File: config.mk
export PLATFORM = sky130hd
export DESIGN_NAME = if_fetch_stage_flat
export DESIGN_NICKNAME = d
export VERILOG_FILES = /design/src/rtl/if_fetch_stage_if.sv /design/src/rtl/if_fetch_stage.sv /design/src/flat_wrapper.sv
export SDC_FILE = /design/constraint.sdc
export NUM_CORES = 1
export LEC_CHECK = 0
export ABC_AREA = 1
export CORE_MARGIN = 4
export CORE_UTILIZATION = 45
export DETAILED_ROUTE_END_ITERATION = 8
export GPL_TIMING_DRIVEN = 1
export PLACE_DENSITY = 0.77
export SETUP_SLACK_MARGIN = 0.2
export SLEW_MARGIN = 20
export SYNTH_ARGS = -nofsm -noshare
export SYNTH_HDL_FRONTEND = slang
export SYNTH_SLANG_ARGS = --single-unit
File: constraint.sdc
create_clock -name clk -period 2.3 [get_ports clk]
set_clock_uncertainty 0.15 [all_clocks]
set_input_delay 0.345 -clock clk [delete_from_list [all_inputs] [get_ports clk]]
set_output_delay 0.345 -clock clk [all_outputs]
set_load 0.05 [all_outputs]
File: src/rtl/if_fetch_stage_if.sv
// Fetch-stage bundle: instruction-memory request channel plus the IF/ID outputs
// and the hazard/branch control inputs that steer them.
interface if_fetch_stage_if;
  // Handshake: while imem_req=1 the requester holds imem_addr stable; the
  // transfer completes in the cycle imem_ready=1 (possibly the first), and
  // imem_rdata is meaningful only in that cycle.
  logic        freeze;
  logic        branch_taken;
  logic [31:0] branch_addr;
  logic        imem_req;
  logic [31:0] imem_addr;
  logic [31:0] imem_rdata;
  logic        imem_ready;
  logic [31:0] id_pc;
  logic [31:0] id_instr;
  logic        id_valid;

  modport master (
    input  freeze, branch_taken, branch_addr, imem_rdata, imem_ready,
    output imem_req, imem_addr, id_pc, id_instr, id_valid
  );

  modport slave (
    output freeze, branch_taken, branch_addr, imem_rdata, imem_ready,
    input  imem_req, imem_addr, id_pc, id_instr, id_valid
  );
endinterface

File: src/rtl/if_fetch_stage.sv
// Instruction fetch with IF/ID register: owns the PC, talks to a variable-latency
// instruction memory, and applies freeze, flush and redirect from later stages.
module if_fetch_stage #(
  parameter logic [31:0] RESET_PC  = 32'h0000_0000,
  parameter logic [31:0] NOP_INSTR = 32'h0000_0000
) (
  input  logic              clk,
  input  logic              rst,
  if_fetch_stage_if.master  bus,
  output logic [1:0]        state_o
);

  typedef enum logic [1:0] {
    S_FETCH = 2'd0,
    S_HOLD  = 2'd1,
    S_DRAIN = 2'd2
  } state_e;

  state_e      state_q, state_d;
  logic [31:0] pc_q, pc_d;
  logic [31:0] id_pc_q, id_pc_d;
  logic [31:0] id_instr_q, id_instr_d;
  logic        id_valid_q, id_valid_d;
  logic [31:0] buf_q, buf_d;
  logic [31:0] redirect_q, redirect_d;

  logic [31:0] pc_inc;
  logic [31:0] branch_tgt;

  assign pc_inc     = pc_q + 32'd4;
  assign branch_tgt = bus.branch_addr & 32'hFFFF_FFFC;

  always_comb begin
    state_d    = state_q;
    pc_d       = pc_q;
    id_pc_d    = id_pc_q;
    id_instr_d = id_instr_q;
    id_valid_d = id_valid_q;
    buf_d      = buf_q;
    redirect_d = redirect_q;

    unique case (state_q)
      S_FETCH: begin
        if (bus.branch_taken) begin
          id_instr_d = NOP_INSTR;
          id_valid_d = 1'b0;
          buf_d      = NOP_INSTR;
          if (bus.imem_ready) begin
            pc_d = branch_tgt;
          end else begin
            // The outstanding request cannot be withdrawn; park the target.
            redirect_d = branch_tgt;
            state_d    = S_DRAIN;
          end
        end else if (bus.imem_ready) begin
          if (bus.freeze) begin
            buf_d   = bus.imem_rdata;
            state_d = S_HOLD;
          end else begin
            id_instr_d = bus.imem_rdata;
            id_pc_d    = pc_inc;
            id_valid_d = 1'b1;
            pc_d       = pc_inc;
          end
        end else if (!bus.freeze) begin
          id_instr_d = NOP_INSTR;
          id_valid_d = 1'b0;
        end
      end

      S_HOLD: begin
        if (bus.branch_taken) begin
          id_instr_d = NOP_INSTR;
          id_valid_d = 1'b0;
          buf_d      = NOP_INSTR;
          pc_d       = branch_tgt;
          state_d    = S_FETCH;
        end else if (!bus.freeze) begin
          id_instr_d = buf_q;
          id_pc_d    = pc_inc;
          id_valid_d = 1'b1;
          pc_d       = pc_inc;
          state_d    = S_FETCH;
        end
      end

      S_DRAIN: begin
        id_instr_d = NOP_INSTR;
        id_valid_d = 1'b0;
        if (bus.imem_ready) begin
          // A branch arriving with the final beat is younger than the parked one.
          pc_d    = bus.branch_taken ? branch_tgt : redirect_q;
          state_d = S_FETCH;
        end else if (bus.branch_taken) begin
          redirect_d = branch_tgt;
        end
      end

      default: begin
        state_d = S_FETCH;
      end
    endcase
  end

  always_ff @(posedge clk) begin
    if (rst) begin
      state_q    <= S_FETCH;
      pc_q       <= RESET_PC;
      id_pc_q    <= 32'h0000_0000;
      id_instr_q <= NOP_INSTR;
      id_valid_q <= 1'b0;
      buf_q      <= NOP_INSTR;
      redirect_q <= 32'h0000_0000;
    end else begin
      state_q    <= state_d;
      pc_q       <= pc_d;
      id_pc_q    <= id_pc_d;
      id_instr_q <= id_instr_d;
      id_valid_q <= id_valid_d;
      buf_q      <= buf_d;
      redirect_q <= redirect_d;
    end
  end

  assign bus.imem_req  = !rst && (state_q != S_HOLD);
  assign bus.imem_addr = pc_q;
  assign bus.id_pc     = id_pc_q;
  assign bus.id_instr  = id_instr_q;
  assign bus.id_valid  = id_valid_q;
  assign state_o       = state_q;

endmodule

File: src/flat_wrapper.sv
// flat-port wrapper written by rule: the top's interface ports become plain ports
module if_fetch_stage_flat 
#(
  parameter logic [31:0] RESET_PC  = 32'h0000_0000,
  parameter logic [31:0] NOP_INSTR = 32'h0000_0000
)
  (clk, rst, state_o, bus_freeze, bus_branch_taken, bus_branch_addr, bus_imem_rdata, bus_imem_ready, bus_imem_req, bus_imem_addr, bus_id_pc, bus_id_instr, bus_id_valid);
  if_fetch_stage_if bus_i ();
  input  logic clk;
  input  logic rst;
  output logic [1:0] state_o;
  input wire logic [$bits(bus_i.freeze)-1:0] bus_freeze;
  input wire logic [$bits(bus_i.branch_taken)-1:0] bus_branch_taken;
  input wire logic [$bits(bus_i.branch_addr)-1:0] bus_branch_addr;
  input wire logic [$bits(bus_i.imem_rdata)-1:0] bus_imem_rdata;
  input wire logic [$bits(bus_i.imem_ready)-1:0] bus_imem_ready;
  output wire logic [$bits(bus_i.imem_req)-1:0] bus_imem_req;
  output wire logic [$bits(bus_i.imem_addr)-1:0] bus_imem_addr;
  output wire logic [$bits(bus_i.id_pc)-1:0] bus_id_pc;
  output wire logic [$bits(bus_i.id_instr)-1:0] bus_id_instr;
  output wire logic [$bits(bus_i.id_valid)-1:0] bus_id_valid;
  assign bus_i.freeze = bus_freeze;
  assign bus_i.branch_taken = bus_branch_taken;
  assign bus_i.branch_addr = bus_branch_addr;
  assign bus_i.imem_rdata = bus_imem_rdata;
  assign bus_i.imem_ready = bus_imem_ready;
  assign bus_imem_req = bus_i.imem_req;
  assign bus_imem_addr = bus_i.imem_addr;
  assign bus_id_pc = bus_i.id_pc;
  assign bus_id_instr = bus_i.id_instr;
  assign bus_id_valid = bus_i.id_valid;
  if_fetch_stage #(.RESET_PC(RESET_PC), .NOP_INSTR(NOP_INSTR)) u_core (.clk(clk), .rst(rst), .bus(bus_i), .state_o(state_o));
endmodule
# == Word level (Yosys, flattened, before mapping) ==
# Cells that the tools add are included.
# totals
regBits,163
inputBits,69
wordCells,81
# classes
eq_ne,17
mux,43
add_sub_neg,1
n_reduce_logical,13
# op_table
op,count
32-bit 2-to-1 mux,24
32-bit one-hot mux with 2 select lines,3
32-bit one-hot mux with 3 select lines,2
"32-bit by 3-bit adder with 32-bit output, second input constant",1
"2-bit inequality test, second input constant",8
"3-bit inequality test, second input constant",5
2-bit 2-to-1 mux,7
4-bit AND reduction,3
2-bit one-hot mux with 3 select lines,1
3-bit AND reduction,2
1-bit 2-to-1 mux,5
5-bit AND reduction,1
"4-bit inequality test, second input constant",1
2-bit nonzero test,2
1-bit one-hot mux with 3 select lines,1
3-bit nonzero test,1
"2-bit by 1-bit == test with 1-bit output, second input constant",1
"2-bit == test, second input constant",1
2-bit zero test,1
"2-bit by 1-bit inequality test with 1-bit output, second input constant",1
2-bit AND reduction,1
1-bit logical AND,1
1-bit zero test,1

# == Logic depth before layout (Yosys ltp) ==
# logic_depth
word_depth,5
depth_mapped,12
mapped_depth_nobuf,12

# == Worst setup path before layout ==
# OpenSTA, ideal clock, no wires.
# synth_timing
kind,register to register
from,register u_core.state_q[0] (netlist: u_core.state_o[0])
to,register u_core.id_pc_q[25] (netlist: u_core.bus.id_pc[25])
synth_period_minus_slack_ns,2.387
arrival_ns,2.121
path_slack_ns,-0.087
stages_incl_launch_ff,10
cell_sequence,dfxtp_1 > inv_1 > ha_1 > nand2_1 > inv_1 > nor4_4 > inv_2 > clkbuf_1 > o21ai_0 > inv_1
# synth_via
elab_chain_cells,3
word_cells_on_any_way,8
cone_classes,eq/ne (4); mux (1); reduce/logical (3)
# synth_lines
item,line,text
start: declaration,if_fetch_stage.sv:19,"state_e state_q, state_d;"
start signal: assignment,if_fetch_stage.sv:115,state_q <= state_d;
2-bit by 1-bit == test with 1-bit output or 2-bit zero test (tied branches),if_fetch_stage.sv:42,unique case (state_q)
2-bit inequality test (no line) or 2-bit nonzero test (tied branches),-,
4-bit AND reduction (no line),-,
end signal: assignment,if_fetch_stage.sv:117,id_pc_q <= id_pc_d;
end: declaration,if_fetch_stage.sv:21,"logic [31:0] id_pc_q, id_pc_d;"
# Parallel ways exist; a longest one is shown, timed or not.
# A chain may end at the register's enable or synchronous reset.

# == Final worst setup path ==
# layout_timing
from,register u_core.id_pc_q[9] (netlist: u_core.bus.id_pc[9])
to,output bus_id_pc[9]
# layout_lines
item,line,text
end: declaration,flat_wrapper.sv:19,output wire logic [$bits(bus_i.id_pc)-1:0] bus_id_pc;
# No word-level cell between the ends.

==> results.yml <==
finish:
  antenna_cells: 0
  multi_input_area_um2: 4190
  fillCellCount: 1497
  design_area_um2: 10700
  ff_latch_area_um2: 3270
  nets: 1329
  area_growth_pct: 34.4
  drive_above_1_share_pct: 9.16
die:
  io_pins: 169
  die_w_um: 141
  core_um2: 17300
  rows: 48
  die_area_um2: 19900
  initial_core_util_pct: 46.0
  die_h_um: 141
placed_design:
  gp_congestion: 0.924
  placed_cell_area_um2: 9950
  portBuffers: 166
  hpwl_um: 15500
min_path:
  whs_endpoint: "u_core.redirect_q[0]"
  min_path_cells: 2
  hold_path.class: "reg2reg"
  min_from: "u_core.redirect_q[0]"
critical_path:
  end_kind: "output port"
  path_delay_family: "buffers and inverters"
  crit_chain: "clkdlybuf4s50_1"
  rr_worst_depth: 10
  crit_required_ns: 1.80
  worst-path-buf-inv: 1
  r2r_end: "u_core.bus.imem_addr[12]"
  slowest_stage: "clkdlybuf4s50_1"
  startpoint_type: "register"
  cp_data_arrival_time_ns: 1.56
  r2r_start: "u_core.bus.imem_addr[3]"
  rrSetupSlack_ns: 0.28
  critPathMaxFanout: 2
  critPathKind: "reg2out"
  cp_slowest_stage_delay_ns: 0.80
synth:
  synthMuxAreaShare_pct: 0
  ys_seq_area_share_pct: 41.1
  synth_area_leader_cell: "dfxtp_1"
  synthAdderAreaFrac_pct: 0.787
  yosys_warnings: 0
  syn_area_um2: 7950
  synthCells: 1120
  synth_top_family_by_area: "compound AO/OA/AOI/OAI gates"
  ys_seq_elements: 163
  synth_edf_count: 0
  synth-xor-area-share_pct: 1.65
  synth_async_sr_flop_share_pct: 0
  synth-compound-area-share_pct: 28.3
  synth_area_per_cell_um2: 7.10
  synth.cells.most_frequent: "nand2_1, dfxtp_1, a21oi_1, nor2_1, o21ai_0"
  synth_cell_types: 30
  synth-simple-area-share_pct: 21.1
  synth.top_cells.by_area: "dfxtp_1, nand2_1, a21oi_1"
  yosysMostFrequentCell: "nand2_1"
  synth_flop_cell: "dfxtp_1"
  yosysTopAreaCellShare_pct: 41.1
  syn-num-nets: 1194
cts:
  cts_tree: "done"
  htree_levels: 4
  cts_buffers: 17
  cts_num_sinks: 163
  root_buffer: "clkbuf_16"
  cts_hold_buf: 0
  clk_pin_slew_ns: 0.06
  clk_latency_ns: 0.42
  clk_path_buf_depth: 2
timing:
  worst_pin_slew_ns: 0.552
  max-slew-margin-rel_pct: 63.4
  max_freq_ghz: 0.486
  setup_viol_count_final: 0
  period_share_pct: 89.5
  post-route-min-period_ns: 2.06
  timing.setup.tns_ns: 0
  rsz0062_at_grt: "yes"
  hold_viol_final: 0
  final_max_slew_viol_count: 0
power:
  ir_drop_mv: 0.589
  p_comb_share_pct: 34.7
  internal_power_w: 0.00631
  finalPower_w: 0.0102
  p_leak_nw: 4.84
  p_sw_w: 0.00390
  swShare_pct: 38.2
  p_per_area_nw_per_um2: 955
  clockPowerShare_pct: 28.9
  seqPwrFrac_pct: 36.4
detailed_routing:
  antenna_left: 0
  wl_um: 23900
  firstDrtPassIters: 5
  num_vias: 8357
  drc: 0
  avgRoutedWirePerCell_um: 16.1
  vias_per_cell: 5.60
  drt_iter0_markers: 746
global_routing:
  grt_max_degree: 89
  track_usage_pct: 22.5
  grt_pass1_wl_um: 37100
  grt_pass1_vias: 7439
  antenna_found_initial: 0
  overflow: 0
status:
  status: "completed"
flow_run:
  maxCapViolCount: 0
final cells by class:
class	instances	area share, %
multi-input cells	812	39.2
clock inverters	6	0.855
flip-flops and latches	163	30.6
clock buffers	24	4.90
well taps	225	2.64
inverters	61	2.17
repair buffers	200	19.6
worst min-delay path: stages (launching register included):
cell and delay (ns):
dfxtp_1 0.31, nand2_1 0.06, a21oi_1 0.05
power groups by stage:
stage          sequential [W]  combinational, W  clock, W
2_1_floorplan         0.00450           0.00159         0
3_3_place_gp          0.00375           0.00348         0
3_5_place_dp          0.00376           0.00354         0
4_1_cts               0.00370           0.00347   0.00300
5_1_grt               0.00377           0.00382   0.00312
6_report              0.00371           0.00354   0.00295
how the worst max path moves through the flow:
stage,startpoint,to,slack (ns),cells after the start
6_report,u_core.bus.id_pc[9],bus_id_pc[9],0.24,1
3_3_place_gp,bus_branch_taken,u_core.buf_q[1],0.02,10
2_1_floorplan,u_core.state_o[0],u_core.bus.id_pc[10],0.20,9
3_5_place_dp,bus_branch_taken,u_core.buf_q[16],-0.07,10
4_1_cts,u_core.bus.imem_addr[3],u_core.bus.imem_addr[18],0.16,10
5_1_grt,u_core.bus.imem_addr[3],u_core.bus.imem_addr[12],0.19,10
repair_timing:
action | in CTS | in global routing
resized for setup | 45 | 45
setup buffers | 0 | 1
pin swaps | 0 | 1
endpoints found under the setup margin | 46 | 111
gates cloned | 0 | 2
sequential cells by signal, summed over array words and instances (netlist names):
signal                cells
u_core.bus.id_valid       1
u_core.buf_q             32
u_core.bus.id_pc         32
u_core.state_o            2
u_core.bus.id_instr      32
u_core.bus.imem_addr     32
u_core.redirect_q        32
cell usage in the layout (no fill, tap or decap), types with 2 or more instances in the layout:
master and n:
a211oi_1 17, a211oi_2 18, a21oi_1 160, a32oi_1 32, and2_1 2, buf_12 10, buf_4 21, buf_6 2
bufinv_16 2, clkbuf_16 20, clkbuf_8 5, clkdlybuf4s50_1 92, clkinv_2 2, clkinvlp_4 3, dfxtp_1 159, dfxtp_2 2
dfxtp_4 2, dlygate4sd2_1 43, dlymetal6s2s_1 29, ha_1 3, ha_2 2, inv_1 54, inv_2 5, nand2_1 224
nand2_2 3, nand3_1 50, nand3b_1 4, nor2_1 113, nor2_2 12, nor2_4 2, nor3_1 2, o211ai_1 10
o21a_1 13, o21ai_0 124, xor2_1 14
routing by layer:
layer / routed length, um / global-route usage (%) / vias up / part of all wire (%)
met5: 0 / 0 / - / 0
met1: 10300 / 29.3 / 3898 / 43
li1: - / - / 4086 / -
met3: 1920 / 6.24 / 32 / 8.0
met4: 435 / 5.86 / 0 / 1.8
met2: 11200 / 37.0 / 341 / 47
stage by stage:
| stage | instances | setup slack, ns | utilization, % | hold slack, ns |
|---|---|---|---|---|
| final | 1491 | 0.242 | 61.8 | 0.311 |
| after global routing | 1491 | 0.185 | 61.8 | 0.326 |
| after CTS | 1488 | 0.160 | 60.8 | 0.313 |
| after detailed placement | 1458 | -0.0655 | 57.5 | 0.303 |
| after global placement | 1458 | 0.0158 | 57.5 | 0.298 |
| after floorplan | 1120 | 0.202 | - | 0.291 |
cell families (layout without fill, tap and decap cells):
family          after synthesis  after routing
compound gates              377            377
buf+inv                     145            291
simple gates                415            415
flops                       163            163
fa+ha+maj                     5              5
xor+xnor                     15             15
Power figures use the tool's default switching activity.
